## config.mk

```make
export PLATFORM = sky130hd
export DESIGN_NAME = mem_port_arbiter
export DESIGN_NICKNAME = d
export VERILOG_FILES = /design/src/rtl/mem_port_arbiter.sv
export SDC_FILE = /design/constraint.sdc
export NUM_CORES = 1
export LEC_CHECK = 0
export ABC_AREA = 1
export CAP_MARGIN = 25
export CORE_AREA = 4 4 138 100
export CTS_CLUSTER_DIAMETER = 80
export CTS_CLUSTER_SIZE = 8
export DETAILED_ROUTE_END_ITERATION = 6
export DIE_AREA = 0 0 142 104
export GPL_TIMING_DRIVEN = 0
export PLACE_DENSITY = 0.87
export REMOVE_ABC_BUFFERS = 1
export SYNTH_ARGS = -nofsm -noshare
export SYNTH_HDL_FRONTEND = slang
export SYNTH_SLANG_ARGS = --single-unit
```

## constraint.sdc

```tcl
create_clock -name clk -period 2.55 [get_ports clk]
set_input_delay 0.51 -clock clk [delete_from_list [all_inputs] [get_ports clk]]
set_output_delay 0.51 -clock clk [all_outputs]
set_load 0.02 [all_outputs]
```

## src/rtl/mem_port_arbiter.sv

```systemverilog
// Arbitrates the external memory port between I$ refill, D$ refill and the store buffer drain.
// Winner's request is registered onto the bus; read bursts stay owned until the rlast beat.
module mem_port_arbiter #(
    parameter int unsigned WORDS_PER_LINE = 4,
    parameter int unsigned WR_STARVE      = 4
) (
    input  logic        clk,
    input  logic        rst_n,
    input  logic        rd0_valid_i,
    input  logic [31:0] rd0_addr_i,
    output logic        rd0_ready_o,
    output logic        rd0_data_valid_o,
    input  logic        rd1_valid_i,
    input  logic [31:0] rd1_addr_i,
    output logic        rd1_ready_o,
    output logic        rd1_data_valid_o,
    output logic [31:0] rd_data_o,
    output logic        rd_last_o,
    input  logic        wr_valid_i,
    input  logic [31:0] wr_addr_i,
    input  logic [31:0] wr_wdata_i,
    input  logic [3:0]  wr_wstrb_i,
    output logic        wr_ready_o,
    output logic        bus_valid_o,
    output logic        bus_we_o,
    output logic [31:0] bus_addr_o,
    output logic [31:0] bus_wdata_o,
    output logic [3:0]  bus_wstrb_o,
    input  logic        bus_ready_i,
    input  logic        bus_rdata_valid_i,
    input  logic [31:0] bus_rdata_i,
    input  logic        bus_rlast_i,
    output logic        busy_o,
    output logic        proto_err_o
);
    localparam int unsigned OFF = $clog2(4 * WORDS_PER_LINE);
    localparam int unsigned BW  = $clog2(WORDS_PER_LINE) + 1;
    localparam int unsigned WW  = $clog2(WR_STARVE + 1);

    localparam logic [1:0] IDLE    = 2'd0;
    localparam logic [1:0] RD_REQ  = 2'd1;
    localparam logic [1:0] RD_DATA = 2'd2;
    localparam logic [1:0] WR_REQ  = 2'd3;

    logic [1:0]    state_q;
    logic          owner_q;
    logic          we_q;
    logic          rr_q;
    logic [31:0]   addr_q;
    logic [31:0]   wdata_q;
    logic [3:0]    wstrb_q;
    logic [WW-1:0] wr_wait_q;
    logic [BW-1:0] beat_q;
    logic          proto_err_q;

    logic el0, el1, gnt_wr, gnt_rd, gnt_id, beat_in, beat_last;
    logic [31:0] rd_line_addr;

    // Reads that hit the pending write's line wait so the write lands first (RAW).
    always_comb begin
        el0          = rd0_valid_i && !(wr_valid_i && (wr_addr_i[31:OFF] == rd0_addr_i[31:OFF]));
        el1          = rd1_valid_i && !(wr_valid_i && (wr_addr_i[31:OFF] == rd1_addr_i[31:OFF]));
        gnt_wr       = wr_valid_i && ((wr_wait_q >= WW'(WR_STARVE)) || !(el0 || el1));
        gnt_rd       = !gnt_wr && (el0 || el1);
        gnt_id       = (el0 && el1) ? rr_q : el1;
        rd_line_addr = gnt_id ? {rd1_addr_i[31:OFF], {OFF{1'b0}}}
                              : {rd0_addr_i[31:OFF], {OFF{1'b0}}};
        beat_in      = (state_q == RD_DATA) && bus_rdata_valid_i;
        beat_last    = (beat_q == BW'(WORDS_PER_LINE - 1));
    end

    always_ff @(posedge clk or negedge rst_n) begin
        if (!rst_n) begin
            state_q     <= IDLE;
            owner_q     <= 1'b0;
            we_q        <= 1'b0;
            rr_q        <= 1'b0;
            addr_q      <= '0;
            wdata_q     <= '0;
            wstrb_q     <= '0;
            wr_wait_q   <= '0;
            beat_q      <= '0;
            proto_err_q <= 1'b0;
        end else begin
            case (state_q)
                IDLE: begin
                    if (!wr_valid_i) wr_wait_q <= '0;
                    if (gnt_wr) begin
                        state_q   <= WR_REQ;
                        we_q      <= 1'b1;
                        addr_q    <= wr_addr_i;
                        wdata_q   <= wr_wdata_i;
                        wstrb_q   <= wr_wstrb_i;
                        wr_wait_q <= '0;
                    end else if (gnt_rd) begin
                        state_q <= RD_REQ;
                        we_q    <= 1'b0;
                        owner_q <= gnt_id;
                        rr_q    <= ~gnt_id;
                        addr_q  <= rd_line_addr;
                        wdata_q <= '0;
                        wstrb_q <= '0;
                        if (wr_valid_i && (wr_wait_q < WW'(WR_STARVE)))
                            wr_wait_q <= wr_wait_q + 1'b1;
                    end
                end
                RD_REQ: begin
                    if (bus_ready_i) begin
                        state_q <= RD_DATA;
                        beat_q  <= '0;
                    end
                end
                RD_DATA: begin
                    if (bus_rdata_valid_i) begin
                        if (bus_rlast_i != beat_last) proto_err_q <= 1'b1;
                        if (bus_rlast_i) begin
                            state_q <= IDLE;
                            beat_q  <= '0;
                        end else begin
                            beat_q <= beat_q + 1'b1;
                        end
                    end
                end
                WR_REQ: begin
                    if (bus_ready_i) state_q <= IDLE;
                end
                default: state_q <= IDLE;
            endcase
            if (bus_rdata_valid_i && (state_q != RD_DATA)) proto_err_q <= 1'b1;
        end
    end

    always_comb begin
        bus_valid_o      = (state_q == RD_REQ) || (state_q == WR_REQ);
        bus_we_o         = we_q;
        bus_addr_o       = addr_q;
        bus_wdata_o      = wdata_q;
        bus_wstrb_o      = wstrb_q;
        rd0_ready_o      = (state_q == RD_REQ) && bus_ready_i && !owner_q;
        rd1_ready_o      = (state_q == RD_REQ) && bus_ready_i && owner_q;
        wr_ready_o       = (state_q == WR_REQ) && bus_ready_i;
        rd0_data_valid_o = beat_in && !owner_q;
        rd1_data_valid_o = beat_in && owner_q;
        rd_data_o        = beat_in ? bus_rdata_i : '0;
        rd_last_o        = beat_in && bus_rlast_i;
        busy_o           = (state_q != IDLE);
        proto_err_o      = proto_err_q;
    end

    logic unused_addr_bits;
    assign unused_addr_bits = ^{rd0_addr_i[OFF-1:0], rd1_addr_i[OFF-1:0]};
endmodule

```

* Yosys cells after proc, flatten, opt, wreduce, memory -nomap -nowiden
Index checks and enable logic that the tools add are counted.
Operators by class: mux-type cells 30, add/sub/neg operators 2, order comparisons 2, reduce and logical (&&, ||, !) cells 37, eq/ne operators 13, bitwise logic cells 2
Operators with widths (number):
- $mux W32 | 6
- $eq A28 B28 Y1 | 2
- $mux W3 | 7
- $logic_and A1 B1 Y1 | 17
- $mux W2 | 6
- $reduce_bool A2 Y1 | 6
- $ne A2 B2 Y1 const B | 5
- $reduce_and A3 Y1 | 3
- $mux W4 | 2
- $pmux W2 S4 | 1
- $mux W1 | 7
- $add A3 B1 Y3 const B | 2
- $pmux W3 S2 | 1
- $logic_not A1 Y1 | 5
- $reduce_and A5 Y1 | 1
- $eq A2 B2 Y1 const B | 2
- $eq A3 B2 Y1 const B | 1
- $ge A3 B3 Y1 const B | 1
- $logic_or A1 B1 Y1 | 3
- $lt A3 B3 Y1 const B | 1
- $ne A3 B3 Y1 const B | 1
- $eq A2 B1 Y1 const B | 1
- $logic_not A2 Y1 | 1
- $not A1 Y1 | 2
- other kinds (2) | 2
Storage, ports and cells: register bits 80

* Logic depth before layout (Yosys ltp)
word-level depth 13, depth in mapped cells 17, depth with buffers taken out 16

* Least setup slack after synthesis
OpenSTA, ideal clock, no wires.
kind input-to-reg, from input port wr_valid_i, to register addr_q[14] (netlist: bus_addr_o[14]), slack 571 ps, stages on the path 16, arrival 1861 ps, buffers on the path 3, data required time 2433 ps, cells stage by stage buf_4 > inv_2 > a21oi_1 > nand2_1 > nor2_1 > nand2_1 > nor2_1 > nand2_1 > nand2_1 > nand2_1 > nand2_1 > buf_4 > buf_2 > nand3_1 > nand3_1 > nand2_1
On the way: cells in the longest elaborated chain, start to end 11
RTL lines:
- from (decl) | line 19 | input logic wr_valid_i,
- $logic_and A1 B1 Y1, on equally long branches | line 61, 62
- $logic_not A1 Y1, on equally long branches | line 61, 62
- $logic_and A1 B1 Y1, on equally long branches | line 61, 62
- $logic_or A1 B1 Y1 | line 63, 64
- $logic_not A1 Y1 | line 63 | gnt_wr = wr_valid_i && ((wr_wait_q >= WW'(WR_STARVE)) || !(el0 || el1));
- $logic_or A1 B1 Y1 | line 63
- $logic_and A1 B1 Y1 | line 63
- $logic_not A1 Y1 | line 64 | gnt_rd = !gnt_wr && (el0 || el1);
- $logic_and A1 B1 Y1 | line 64
- $reduce_bool A2 Y1 (no source line)
- $reduce_and A2 Y1 (no source line)
- to (signal assigned) | line 91 | addr_q <= wr_addr_i;
- to (signal assigned) | line 100 | addr_q <= rd_line_addr;
- to (decl) | line 49 | logic [31:0] addr_q;
Several ways; a longest one is shown, not always the timed one. The select of a mux whose other input is x is not followed. A chain may end at the register's enable or synchronous reset.

* Worst setup path in the final report
from register state_q[0], to output port busy_o
On the way: cells in the longest elaborated chain, start to end 1
RTL lines:
- from (decl) | line 45 | logic [1:0] state_q;
- from (signal assigned) | line 74 | state_q <= IDLE;
- from (signal assigned) | line 89 | state_q <= WR_REQ;
- from (signal assigned) | line 96 | state_q <= RD_REQ;
- $reduce_bool A2 Y1 | line 146 | busy_o = (state_q != IDLE);
- to (decl) | line 33 | output logic busy_o,
Every way passes these cells.

==> flow_summary.ini <==
[run_status]
status = finished, final reports clean

[cells_and_area]
final_common_cell = nand2_1
fill_cells = 939
fin_nets = 1335
final_cell_mix = nand2_1 (382), clkdlybuf4s50_1 (216), inv_1 (125)
drive_gt1_frac = 0.0979
utilization = 0.744
syn_to_final_growth_pct = 74.2

[synth]
synth_seq_cells = 80
yosysUniqueCellTypes = 22
netlist_instances = 865
synthMuxAreaShare = 0
syn_avg_cell_area_um2 = 6.11
synth_compound_area_frac = 0.0327
synth_xor_area_frac = 0.0232
yosys.area_share.simple = 0.422
synth-adder-area-share = 0.00947
synth_top_family_by_area = simple AND/OR/NAND/NOR gates
yosysSeqAreaShare = 0.379
synth.yosys.warnings = 0
synthesis.area_um2 = 5290

[routing]
post_drt_via_cell_ratio = 4.85
dr.pass1.iters = 5
drcViolationCount = 0
drt-initial-drc-count = 417
ant_nets = 0
drt_wl_total_um = 21000
vias = 6442
routedWlPerCell_um = 15.8

[timing]
timing.slew.headroom = 0.768
worst_pin_slew_ns = 0.348
finalCritPeriodShare = 0.974
setup_ws_ns = 0.0675
fin_worst_skew_ns = 0.00876
clock.fmax_mhz = 403
min_period_ns = 2.48
finalSetupViolCount = 0
slew_violations = 0
hold_viol = 0

[die]
die_w_um = 142
core_um2 = 12400
die_h_um = 104
die_area_um2 = 14800
io_pins = 282
initial_core_util = 0.427
placementRows = 34

[grt]
antenna_found_initial = 2
grt_max_degree = 64
grtUsageTotal = 0.275
globalRouteOverflowTotal = 0
grt_pass1_wl_um = 32600
grt_pass1_vias = 6225

[setup_path]
max_stage_delay_ns = 0.62
cp-start-kind = flip-flop
worstReg2RegEnd = owner_q
cp.required_ns = 2.04
r2r_slack_ns = 0.74
path_class = flip-flop to primary output
crit_path_top_delay_cell = clkdlybuf4s50_1
r2r_cells = 6
worstPathArrival_ns = 1.97
cp_max_fo = 6
setup.worst_path.start = state_q[0]
crit_chain = nor2_2, inv_2, clkdlybuf4s50_1
cp.buffers_inverters = 2
r2r_start = state_q[0]
critPathTopFamily = buffers and inverters
critPathCaptureType = primary output
cp.depth = 3
critical_path.endpoint = busy_o

[power]
p_sw_mw = 3.31
p_leak_nw = 5.30
powerDensity_nw_per_um2 = 853
intPower_mw = 4.54
total_power_mw = 7.85
p_comb_frac = 0.557
ir_drop_mv = 0.553
sw_frac_of_total = 0.421
clkPwrFrac = 0.171
p_seq_frac = 0.272

[placement]
port_buffers = 273
dpl.hpwl_um = 14400
place_congestion = 0.910
pre_cts_ws_ns = -2.29

[job]
maxCapViolCount = 0

[clock_tree]
postCtsHoldBufs = 0
root_buffer = clkbuf_16
clock_path_buffers = 2
cts.htree.levels = 3
cts.sinks = 80
numCtsBuffers = 9
clock_latency_ns = 0.34
cts_tree = done
path_clk_slew_ns = 0.07

[min_path]
min_path_type = input port to asynchronous set/reset pin
routing by layer:
layer / wire [um] / global-route usage / vias up
met5: 0 / 0 / -
met3: 2020 / 0.0809 / 27
li1: - / - / 3179
met1: 8640 / 0.355 / 2945
met2: 9970 / 0.451 / 291
met4: 337 / 0.0699 / 0
how the worst min path moves through the flow:
stage / start / to / slack (ns)
floorplan: rst_n / beat_q[0] / 0.21
global placement: proto_err_o / proto_err_o / 0.45
detailed placement: rst_n / bus_addr_o[11] / 0.41
CTS: rst_n / bus_addr_o[11] / 0.05
global route: rst_n / bus_addr_o[11] / 0.06
finish: rst_n / bus_addr_o[11] / 0.05
sequential cells by signal (all words and copies together), names as in the netlist:
| name | flops |
|---|---|
| bus_wstrb_o | 4 |
| proto_err_o | 1 |
| rr_q | 1 |
| bus_addr_o | 32 |
| owner_q | 1 |
| state_q | 2 |
| beat_q | 3 |
| bus_wdata_o | 32 |
| bus_we_o | 1 |
| wr_wait_q | 3 |
cells by family (layout without fill, tap and decap cells):
group,Yosys count,in the layout
adder cells (fa/ha/maj),4,4
AO/OA/AOI/OAI,31,31
flip-flops,80,80
buffers and inverters,177,472
other,0,2
AND/OR/NAND/NOR,559,563
XOR/XNOR,14,14
power groups by stage:
stage	Sequential, mW	Combinational [mW]	Clock, mW
6_report	2.14	4.38	1.34
4_1_cts	2.13	4.42	1.36
5_1_grt	2.20	4.71	1.41
2_1_floorplan	2.70	1.32	0
3_3_place_gp	2.12	3.81	0
3_5_place_dp	2.12	4.02	0
cells in the mapped netlist:
library cell / count / area share
nand2_1: 393 / 0.28
inv_1: 134 / 0.095
nand3_1: 90 / 0.085
dfrtp_1: 80 / 0.38
nor2_1: 69 / 0.049
buf_2: 22 / 0.021
o21ai_0: 13 / 0.012
clkbuf_1: 10 / 0.0071
xnor2_1: 10 / 0.017
a21oi_1: 7 / 0.0066
inv_2: 7 / 0.0050
o21ai_1: 6 / 0.0057
buf_4: 4 / 0.0057
ha_1: 4 / 0.0095
xor2_1: 4 / 0.0066
o22ai_1: 3 / 0.0035
nand3b_1: 2 / 0.0028
nand4_1: 2 / 0.0024
nor3_1: 2 / 0.0019
nor2_4: 1 / 0.0021
o211ai_1: 1 / 0.0014
o21ai_4: 1 / 0.0031
what timing repair did:
item | in CTS | in global routing
pin swaps | 14 | 31
endpoints found under the setup margin | 112 | 104
cloned | 8 | 0
setup buffers | 27 | 4
resized for setup | 59 | 71
through the flow:
| step | hold WS, ns | area, um^2 | instances | setup TNS [ns] |
|---|---|---|---|---|
| 3_3_place_gp | 0.448 | 8050 | 1264 | -448.50 |
| 5_1_grt | 0.0587 | 9210 | 1328 | -2.36 |
| 3_5_place_dp | 0.413 | 8240 | 1273 | -164.72 |
| 6_report | 0.0478 | 9210 | 1328 | 0 |
| 4_1_cts | 0.0494 | 9060 | 1324 | -0.332 |
| 2_1_floorplan | 0.214 | 5110 | 829 | -42.18 |
layout make-up:
| cell class | count | area [um^2] | area share |
|---|---|---|---|
| clock buffer | 9 | 225 | 0.0244 |
| sequential | 80 | 2000 | 0.217 |
| inverter | 141 | 534 | 0.0580 |
| clock inverter | 7 | 77.6 | 0.00842 |
| tap | 162 | 203 | 0.0220 |
| multi-input combinational | 612 | 2760 | 0.300 |
| timing repair buffer | 315 | 3410 | 0.370 |
| antenna | 2 | 5.00 | 0.000543 |
(Power assumes the default switching activity.)
